==> src/rtl/regfile_pkg.sv <==
// Shared constants and the entry-masking helper used by the write path and both read ports.
package regfile_pkg;

  localparam int DW_DEF    = 32;
  localparam int AW_DEF    = 3;
  localparam int DEPTH_DEF = 8;

  // An entry is live when it is inside the array and is not the hard-wired zero register.
  // Dead entries read as 0 and ignore writes.
  function automatic logic entry_live(input int unsigned addr, input int unsigned depth,
                                      input logic zero_reg);
    return (addr < depth) && !(zero_reg && (addr == 0));
  endfunction

endpackage

==> src/rtl/regfile_rd_port.sv <==
// One registered read port. With REGFILE_BYPASS_EN defined, a same-cycle write to the
// addressed live entry is forwarded (write-through); otherwise the old contents are returned.
module regfile_rd_port
  import regfile_pkg::*;
#(
  parameter int DW       = DW_DEF,
  parameter int AW       = AW_DEF,
  parameter int DEPTH    = DEPTH_DEF,
  parameter int ZERO_REG = 0
) (
  input  logic                      clk,
  input  logic                      clr,
  input  logic                      rd_en,
  input  logic [AW-1:0]             ra,
  input  logic [DEPTH-1:0][DW-1:0]  mem,
  input  logic                      wr_en,
  input  logic [AW-1:0]             wa,
  input  logic [DW-1:0]             wd,
  output logic [DW-1:0]             rd
);

  logic [DW-1:0] ent;
  logic [DW-1:0] rd_d, rd_q;

  always_comb begin
    ent = '0;
    for (int i = 0; i < DEPTH; i++)
      if (AW'(i) == ra) ent = mem[i];
    if (!entry_live(32'(ra), DEPTH, ZERO_REG != 0)) ent = '0;
`ifdef REGFILE_BYPASS_EN
    // wr_en is only high for live entries, so the zero register never forwards.
    if (wr_en && (wa == ra)) ent = wd;
`endif
  end

`ifndef REGFILE_BYPASS_EN
  logic unused_byp;
  assign unused_byp = ^{wr_en, wa, wd};
`endif

  always_comb begin
    rd_d = rd_q;
    if (rd_en) rd_d = ent;
  end

  always_ff @(posedge clk) begin
    if (!clr) rd_q <= '0;
    else      rd_q <= rd_d;
  end

  assign rd = rd_q;

endmodule

==> src/rtl/register_file_param.sv <==
// Parameterised 1W/2R register file with registered reads, chip enable and optional zero register.
// Optional write-through on same-address read/write: define REGFILE_BYPASS_EN.
module register_file_param
  import regfile_pkg::*;
#(
  parameter int DW       = DW_DEF,
  parameter int AW       = AW_DEF,
  parameter int DEPTH    = DEPTH_DEF,
  parameter int ZERO_REG = 0
) (
  input  logic          clk,
  input  logic          clr,
  input  logic          ce,
  input  logic          we,
  input  logic [AW-1:0] wa,
  input  logic [DW-1:0] wd,
  input  logic          re,
  input  logic [AW-1:0] ra0,
  input  logic [AW-1:0] ra1,
  output logic [DW-1:0] rd0,
  output logic [DW-1:0] rd1,
  output logic          rvalid
);

  logic [DEPTH-1:0][DW-1:0] mem_d, mem_q;
  logic                     rvalid_d, rvalid_q;
  logic                     wr_en, rd_en;

  assign wr_en = ce && we && entry_live(32'(wa), DEPTH, ZERO_REG != 0);
  assign rd_en = ce && re;

  always_comb begin
    mem_d = mem_q;
    for (int i = 0; i < DEPTH; i++)
      if (wr_en && (AW'(i) == wa)) mem_d[i] = wd;
    rvalid_d = rd_en;
  end

  always_ff @(posedge clk) begin
    if (!clr) begin
      mem_q    <= '0;
      rvalid_q <= 1'b0;
    end else begin
      mem_q    <= mem_d;
      rvalid_q <= rvalid_d;
    end
  end

  // Both ports see pre-write memory; any forwarding happens inside the port.
  regfile_rd_port #(.DW(DW), .AW(AW), .DEPTH(DEPTH), .ZERO_REG(ZERO_REG)) u_rd0 (
    .clk(clk), .clr(clr), .rd_en(rd_en), .ra(ra0), .mem(mem_q),
    .wr_en(wr_en), .wa(wa), .wd(wd), .rd(rd0)
  );

  regfile_rd_port #(.DW(DW), .AW(AW), .DEPTH(DEPTH), .ZERO_REG(ZERO_REG)) u_rd1 (
    .clk(clk), .clr(clr), .rd_en(rd_en), .ra(ra1), .mem(mem_q),
    .wr_en(wr_en), .wa(wa), .wd(wd), .rd(rd1)
  );

  assign rvalid = rvalid_q;

endmodule
==> config.mk <==
export PLATFORM = sky130hd
export DESIGN_NAME = register_file_param
export DESIGN_NICKNAME = d
export VERILOG_FILES = /design/src/rtl/regfile_pkg.sv /design/src/rtl/regfile_rd_port.sv /design/src/rtl/register_file_param.sv
export SDC_FILE = /design/constraint.sdc
export NUM_CORES = 1
export LEC_CHECK = 0
export BUFFER_PORTS_ARGS = -buffer_cell sky130_fd_sc_hd__clkbuf_2
export CAP_MARGIN = 25
export CORE_ASPECT_RATIO = 0.6
export CORE_MARGIN = 5
export CORE_UTILIZATION = 66
export DETAILED_ROUTE_END_ITERATION = 12
export PLACE_DENSITY = 0.91
export SYNTH_ARGS = -nofsm -noshare
export SYNTH_HDL_FRONTEND = slang
export SYNTH_SLANG_ARGS = --single-unit
==> constraint.sdc <==
create_clock -name clk -period 3.35 [get_ports clk]
set_input_delay 0.67 -clock clk [delete_from_list [all_inputs] [get_ports clk]]
set_output_delay 0.67 -clock clk [all_outputs]
set_load 0.05 [all_outputs]
# Yosys cells after proc, flatten, opt, wreduce, memory -nomap -nowiden
# Index checks and enable logic that the tools add are counted.
# W data, S select, Z words.
dict set report totals {
  input_bits 46
  out_inout_bits 65
  wordCells 61
  reg_bits 321
}
dict set report classes {
  eq_ne 21
  n_reduce_logical 13
  n_mux 16
}
# cell count
set op_table {}
lappend op_table {{$mux W32} 16}
lappend op_table {{$eq A3 B3 Y1 const A} 12}
lappend op_table {{$eq A2 B3 Y1 const A} 6}
lappend op_table {{$logic_and A1 B1 Y1} 10}
lappend op_table {{$eq A1 B3 Y1 const A} 3}
lappend op_table {{$logic_not A3 Y1} 3}

# Longest topological paths before layout
# Gate-level depths: netlist (run 1).
dict set report logic_depth {
  word_depth 9
  mapped_depth 7
  mapped_depth_nobuf 5
}

# Hierarchy
# Synthesis (run 1) repeated with hierarchy kept, for this count alone.
dict set report hier_totals {
  cells_unflattened 1685
  area_unflattened_um2 15269.6
}
# module cells_each seq_area_each_um2 area_each_um2 instances
set by_module_without_submodules {}
lappend by_module_without_submodules {register_file_param 875 5144.9 9206.3 1}
lappend by_module_without_submodules {regfile_rd_port 405 640.6 3031.7 2}

# Worst setup path before layout (run 1)
# Ideal clock, no wire load.
dict set report synth_timing {
  path_type {input -> register}
  start {input port ra1[1]}
  end {register u_rd1.rd_q[6], in the netlist u_rd1.rd[6]}
  setup_ns 0.127
  slack_ns 1.491
  path_buffers 3
  t_required_ns 3.223
  arrival_ns 1.732
  cell_stages 7
  cell_sequence {buf_4 > buf_4 > buf_4 > mux2i_1 > o32ai_1 > a221oi_1 > o21ai_0}
}
dict set report synth_between {
  elab_chain_len 9
  elab_cells_between_ends 16
  classes_between {7 x eq/ne; 8 x mux; 1 x reduce/logical}
}
# item line
set synth_lines {}
lappend synth_lines {{start: declaration} register_file_param.sv:19} ;# input logic [AW-1:0] ra1,
lappend synth_lines {{$logic_not A3 Y1} n/a}
lappend synth_lines {{$mux W32 (7 in series)} regfile_rd_port.sv:28} ;# if (AW'(i) == ra) ent = mem[i];
lappend synth_lines {{$mux W32 *} regfile_rd_port.sv:28}
lappend synth_lines {{end signal: assignment} regfile_rd_port.sv:48} ;# else rd_q <= rd_d;
lappend synth_lines {{end: declaration} regfile_rd_port.sv:23} ;# logic [DW-1:0] rd_d, rd_q;
# Mark *: on every way between the ends. The rest lies on a longest branch, timed or not.
# A chain may end at the register's enable or synchronous reset.

# Final worst setup path (run 1)
dict set report layout_timing {
  start {input port ra1[0]}
  end {register u_rd1.rd_q[12], in the netlist u_rd1.rd[12]}
}
# Same word-level chain as after synthesis.

==> impl_metrics.json, run 1 <==
{
  "post_drt_via_cell_ratio": 6.86,
  "worstSetupPathDepth": 6,
  "wl_met3_um": 8460,
  "hold_class": "in -> reg",
  "root_buffer": "clkbuf_16",
  "synth_seq_area_share_pct": 39.2,
  "post_cts_buffers": 0,
  "rr_endpoint": "u_rd1.rd[12]",
  "grt_pass1_vias": 16000,
  "route.detailed.drc": 0,
  "critPathLaunch": "ra1[0]",
  "synth_flop_cell": "dfxtp_1",
  "drtPass1Iterations": 6,
  "pwr_density_cell_mw_per_mm2": 470,
  "start_util_pct": 67.3,
  "drt_iter0_markers": 2449,
  "cts.repair.resized": 0,
  "async_flop_share_pct": 0,
  "register_area_mm2": 0.00643,
  "ys_warn_count": 0,
  "die_x_um": 213,
  "dr_wl_met2_um": 22800,
  "insertion_delay_ns": 0.58,
  "p_int_mw": 6.21,
  "ff2ff_setup_slack_ns": 2.06,
  "grt_overflow": 0,
  "top_layer": "met5",
  "design_area_mm2": 0.0179,
  "synth_edf_count": 0,
  "p_leak_nw": 6.54,
  "num_rows": 44,
  "clk_pin_slew_ns": 0.06,
  "grt_max_degree": 258,
  "outcome": "completed",
  "crit_type": "in -> reg",
  "nets": 2099,
  "die-height_um": 132,
  "post-route-min-period_ns": 2.23,
  "p_comb_share_pct": 11.1,
  "routedWlPerCell_um": 22.6,
  "fin_crit_sh_pct": 66.7,
  "netlist_instances": 2079,
  "setup_violations": 0,
  "crit_family": "buffers and inverters",
  "clock_skew_ns": 0.0125,
  "routed_wl_um": 54300,
  "multi_input_area_mm2": 0.00885,
  "worstSetupStartpointType": "primary input",
  "power.share.clock_pct": 42.3,
  "dpl-instance-area_mm2": 0.0169,
  "cts_hold_buffers": 0,
  "syn-num-nets": 2125,
  "syn-cell-area_mm2": 0.0164,
  "track_usage_pct": 36.8,
  "r2r-start": "mem_q[76]",
  "swShare_pct": 26.3,
  "finalSetupTns_ns": 0,
  "power_mw": 8.42,
  "cts_buffers": 30,
  "crit_path_max_fanout": 43,
  "rr_worst_depth": 4,
  "slew_headroom_pct": 31.8,
  "required_ns": 3.86,
  "crit_chain": "buf_4 -> nand2b_1 -> buf_4 -> o21ai_0 -> o22ai_1 -> a22o_1",
  "synth_cell_types": 41,
  "cpMostUsedCell": "buf_4",
  "final_common_cell": "nand2_1",
  "io_pins": 111,
  "vias": 16500,
  "grt_first_pass_wirelength_um": 84600,
  "seqPwrFrac_pct": 46.5,
  "drive_gt1_share_pct": 11.2,
  "worstMarginPinSlew_ns": 1.02,
  "vdd_drop_max_mv": 0.347,
  "h-tree-depth": 1,
  "syn_avg_cell_area_um2": 7.88,
  "gp_congestion": 0.888,
  "postSynthRegisterBits": 321,
  "cts.sinks": 321,
  "hpwl_um": 33100,
  "crit_path_end": "u_rd1.rd[12]",
  "critPathArrivalTime_ns": 2.75,
  "max-cap-violations": 0,
  "dieArea_mm2": 0.0282,
  "fmax_mhz": 448,
  "final_cell_mix": "531 x nand2_1, 321 x dfxtp_1, 217 x a21boi_1",
  "slowest_stage": "nand2b_1",
  "cts_buffer_depth": 3,
  "max_stage_delay_ns": 0.70,
  "power.net_switching_mw": 2.21,
  "cts_tree": "done",
  "synthToLayoutAreaGrowth_pct": 9.31,
  "antenna_found_initial": 2,
  "rsz0062_at_grt": "no",
  "core_area_mm2": 0.0243,
  "wl_met1_um": 20100,
  "timing_hold_violations_final": 0,
  "crit_buf_inv": 2,
  "drv_slew": 0,
  "io_buffers": 110,
  "final_antenna_net_count": 0,
  "fill_cells": 1759,
  "critPathCaptureType": "flop",
  "utilization_pct": 73.6
}
[cells by family after synthesis]
logic type / synth area share (%)
AO/OA/AOI/OAI: 31.7
multiplexers: 5.03
AND/OR/NAND/NOR: 17.0
flip-flops: 39.2
buffers and inverters: 7.08
[state kept, by name, summed over array words and instances (netlist names)]
signal and flops:
mem_q 256, rvalid 1, u_rd0.rd 32, u_rd1.rd 32
[power by group through the flow]
stage	logic (mW)	registers (mW)	clock network, mW
2_1_floorplan	0.591	4.06	0
4_1_cts	0.897	3.92	3.56
3_3_place_gp	0.865	4.00	0
6_report	0.938	3.92	3.56
5_1_grt	0.977	3.92	3.73
3_5_place_dp	0.890	4.00	0
[Yosys cell counts, types with 2 or more instances]
library cell  instances  share of area [%]
nor2_2                2              0.076
a22o_1               48                2.6
or2_2                 2              0.076
o221ai_1             13               0.69
nand3_1               3              0.092
clkbuf_1            119                2.7
buf_1                 5               0.11
nor3_2                2               0.12
o22ai_1              21               0.80
nor2b_1               4               0.15
a22oi_1               5               0.23
o211a_1               2               0.12
o21ai_1              10               0.31
mux2i_1              79                4.8
o21ai_0             137                4.2
buf_4                33                1.5
a221oi_1             15               0.80
a21o_1               21               0.96
a32oi_1              10               0.53
nand2_1             531                 12
inv_1                31               0.71
nand2b_1             80                3.1
o32ai_1              42                2.2
o31ai_1               2              0.092
or3_1                 2              0.076
a21boi_1            217                9.9
a2bb2oi_1            49                2.6
buf_2                60                1.8
nor2_1               34               0.78
a21boi_0             40                1.8
dfxtp_1             321                 39
or2_1                 6               0.23
clkbuf_2              3              0.092
a21oi_1             123                3.8
[worst reg2reg max path: stages (launching register included)]
cell and delay [ns]:
dfxtp_1 0.33, mux2i_1 0.15, a2bb2oi_1 0.26, o22ai_1 0.17
a22o_1 0.26
[routing by layer]
metal,global-route usage [%],vias up
met1,48.2,7650
met3,11.9,304
met4,16.6,2
met2,55.5,1355
met5,0,-
li1,-,7147
[cell type report]
class	instances	share of cell area, %
clock inverters	8	0.566
repair buffers	163	6.09
multi-input cells	1505	49.4
flip-flops and latches	321	35.9
inverters	32	0.671
well taps	322	2.25
diodes	3	0.0419
clock buffers	44	5.11
[how the worst min path moves through the flow]
stage,slack (ns),start,end,cells past startpoint
floorplan,0.44,mem_q[161],mem_q[161],2
global placement,0.45,mem_q[161],mem_q[161],2
detailed placement,0.45,mem_q[204],mem_q[204],2
CTS,0.40,wd[25],mem_q[185],3
global route,0.43,wd[25],mem_q[153],3
finish,0.42,wd[25],mem_q[185],3
[through the flow]
step                std cells  hold slack (ns)  setup WS [ns]
floorplan                2079            0.438           1.49
global placement         2343            0.446          0.812
detailed placement       2343            0.453          0.743
CTS                      2395            0.402           1.33
global route             2395            0.433           1.18
finish                   2398            0.417           1.12
Note: power is estimated with default switching activity, not from simulation.
==> run 2, diff against run 1 <==
--- a/config.mk
+++ b/config.mk
@@ -9,9 +9,9 @@
 export CAP_MARGIN = 25
 export CORE_ASPECT_RATIO = 0.6
 export CORE_MARGIN = 5
-export CORE_UTILIZATION = 66
+export CORE_UTILIZATION = 61
 export DETAILED_ROUTE_END_ITERATION = 12
-export PLACE_DENSITY = 0.91
+export PLACE_DENSITY = 0.85
 export SYNTH_ARGS = -nofsm -noshare
 export SYNTH_HDL_FRONTEND = slang
 export SYNTH_SLANG_ARGS = --single-unit
==> constraint.sdc (replaced) <==
create_clock -name clk -period 2.2 [get_ports clk]
set_input_delay 0.44 -clock clk [delete_from_list [all_inputs] [get_ports clk]]
set_output_delay 0.44 -clock clk [all_outputs]
set_load 0.05 [all_outputs]
==> run 2 against run 1 <==
Net effect:
- clock-buffer cell count decreased by 5
- largest power group unchanged
- critical path type is now reg -> out
- core utilization decreased by 4.8 points
- critical path depth decreased by 5
- highest routed layer unchanged
- sequential share of layout area decreased by 0.51 points
- largest cell class unchanged
- via count decreased by 1.5%
==> impl_metrics.json, run 2 (synthesis gave the netlist of run 1 again) <==
{
  "io_buffers": 110,
  "routed_wl_um": 54600,
  "dr_wl_met2_um": 22900,
  "drtPass1Iterations": 7,
  "io_pins": 111,
  "p_leak_nw": 6.63,
  "slowest_stage": "dfxtp_1",
  "fin_crit_sh_pct": 82.5,
  "design_area_mm2": 0.0182,
  "start_util_pct": 62.0,
  "final_common_cell": "nand2_1",
  "final_cell_mix": "531 x nand2_1, 321 x dfxtp_1, 217 x a21boi_1",
  "h-tree-depth": 1,
  "cts_hold_buffers": 0,
  "rsz0062_at_grt": "no",
  "clock_skew_ns": 0.0206,
  "finalSetupTns_ns": 0,
  "core_area_mm2": 0.0264,
  "max_stage_delay_ns": 0.45,
  "antenna_found_initial": 1,
  "wl_met1_um": 20900,
  "track_usage_pct": 34.6,
  "largest_reg_flops": 256,
  "crit_family": "flip-flops",
  "cts_buffer_depth": 3,
  "vias": 16200,
  "slew_headroom_pct": 23.7,
  "root_buffer": "clkbuf_16",
  "wl_met3_um": 7860,
  "crit_type": "reg -> out",
  "swShare_pct": 25.9,
  "hold_class": "in -> reg",
  "setup_violations": 0,
  "dp_cells": 2388,
  "dpl-instance-area_mm2": 0.0171,
  "drv_slew": 0,
  "holdWs_ns": 0.159,
  "outcome": "completed",
  "post-route-min-period_ns": 1.82,
  "stdcell_count": 2444,
  "final_antenna_net_count": 0,
  "worstSetupStartpointType": "flop",
  "p_comb_share_pct": 10.9,
  "crit_buf_inv": 1,
  "cts_tree": "done",
  "grt_overflow": 0,
  "required_ns": 1.76,
  "drive_gt1_share_pct": 11.7,
  "grt_first_pass_wirelength_um": 84500,
  "utilization_pct": 68.8,
  "fill_cells": 2088,
  "dieArea_mm2": 0.0303,
  "max-cap-violations": 0,
  "nets": 2106,
  "cts.repair.resized": 0,
  "synthToLayoutAreaGrowth_pct": 10.9,
  "seqPwrFrac_pct": 45.1,
  "p_int_mw": 9.80,
  "hpwl_um": 31700,
  "pwr_density_cell_mw_per_mm2": 728,
  "crit_chain": "clkbuf_2",
  "crit_path_max_fanout": 2,
  "clk_pin_slew_ns": 0.07,
  "critPathArrivalTime_ns": 1.38,
  "largest_register": "mem_q",
  "post_cts_buffers": 0,
  "fmax_mhz": 551,
  "insertion_delay_ns": 0.60,
  "power.net_switching_mw": 3.43,
  "die_x_um": 222,
  "grt_pass1_vias": 15500,
  "post_drt_via_cell_ratio": 6.63,
  "cts_buffers": 30,
  "worstMarginPinSlew_ns": 1.15,
  "top_layer": "met5",
  "vdd_drop_max_mv": 0.651,
  "routedWlPerCell_um": 22.3,
  "drt_iter0_markers": 2319,
  "route.detailed.drc": 0,
  "cts.sinks": 321,
  "power.share.clock_pct": 43.9,
  "grt_max_degree": 257,
  "timing_hold_violations_final": 0,
  "gp_congestion": 0.923,
  "num_rows": 46,
  "ff2ff_setup_slack_ns": 1.02,
  "die-height_um": 137,
  "critPathCaptureType": "primary output"
}
run 2: changes by cell type in the layout (fill, tap and decap cells not counted), sizes merged:
cell / previous run / this run
buf: 60 / 67
bufinv: 2 / 6
clkbuf: 147 / 142
clkinv: 3 / 8
clkinvlp: 3 / 1
diode: 3 / 1
inv: 32 / 33
run 2: area by class of cell:
class,count,area [um2],area share (%)
diodes,1,2.50,0.0138
inverters,32,120,0.661
flip-flops and latches,321,6430,35.4
multi-input cells,1505,8850,48.7
clock buffers,39,845,4.65
clock inverters,16,248,1.36
repair buffers,170,1230,6.77
well taps,360,450,2.48
run 2: layer usage:
metal	GRT usage, %	vias up
li1	-	7167
met1	46.1	7584
met2	53.5	1176
met3	8.60	282
met4	15.7	2
met5	0	-
run 2: worst paths after layout:
path                        to  depth (start not counted)    startpoint
hold / removal       mem_q[26]                          3        wd[26]
hold reg to reg     mem_q[243]                          2    mem_q[243]
setup / recovery       rd1[29]                          1  u_rd1.rd[29]
setup reg to reg  u_rd0.rd[15]                          4    mem_q[175]
run 2: stage by stage:
stage | setup slack [ns] | power [mW]
2_1_floorplan | 0.571 | 7.08
3_3_place_gp | 0.312 | 7.45
3_5_place_dp | 0.212 | 7.48
4_1_cts | 0.399 | 13.2
5_1_grt | 0.356 | 13.5
6_report | 0.384 | 13.2
run 2: power groups by stage:
stage / clock [mW] / sequential, mW / combinational [mW]
after global placement: 0 / 6.09 / 1.35
final: 5.81 / 5.97 / 1.45
after detailed placement: 0 / 6.10 / 1.39
after CTS: 5.82 / 5.97 / 1.39
after floorplan: 0 / 6.18 / 0.900
after global routing: 6.04 / 5.98 / 1.52
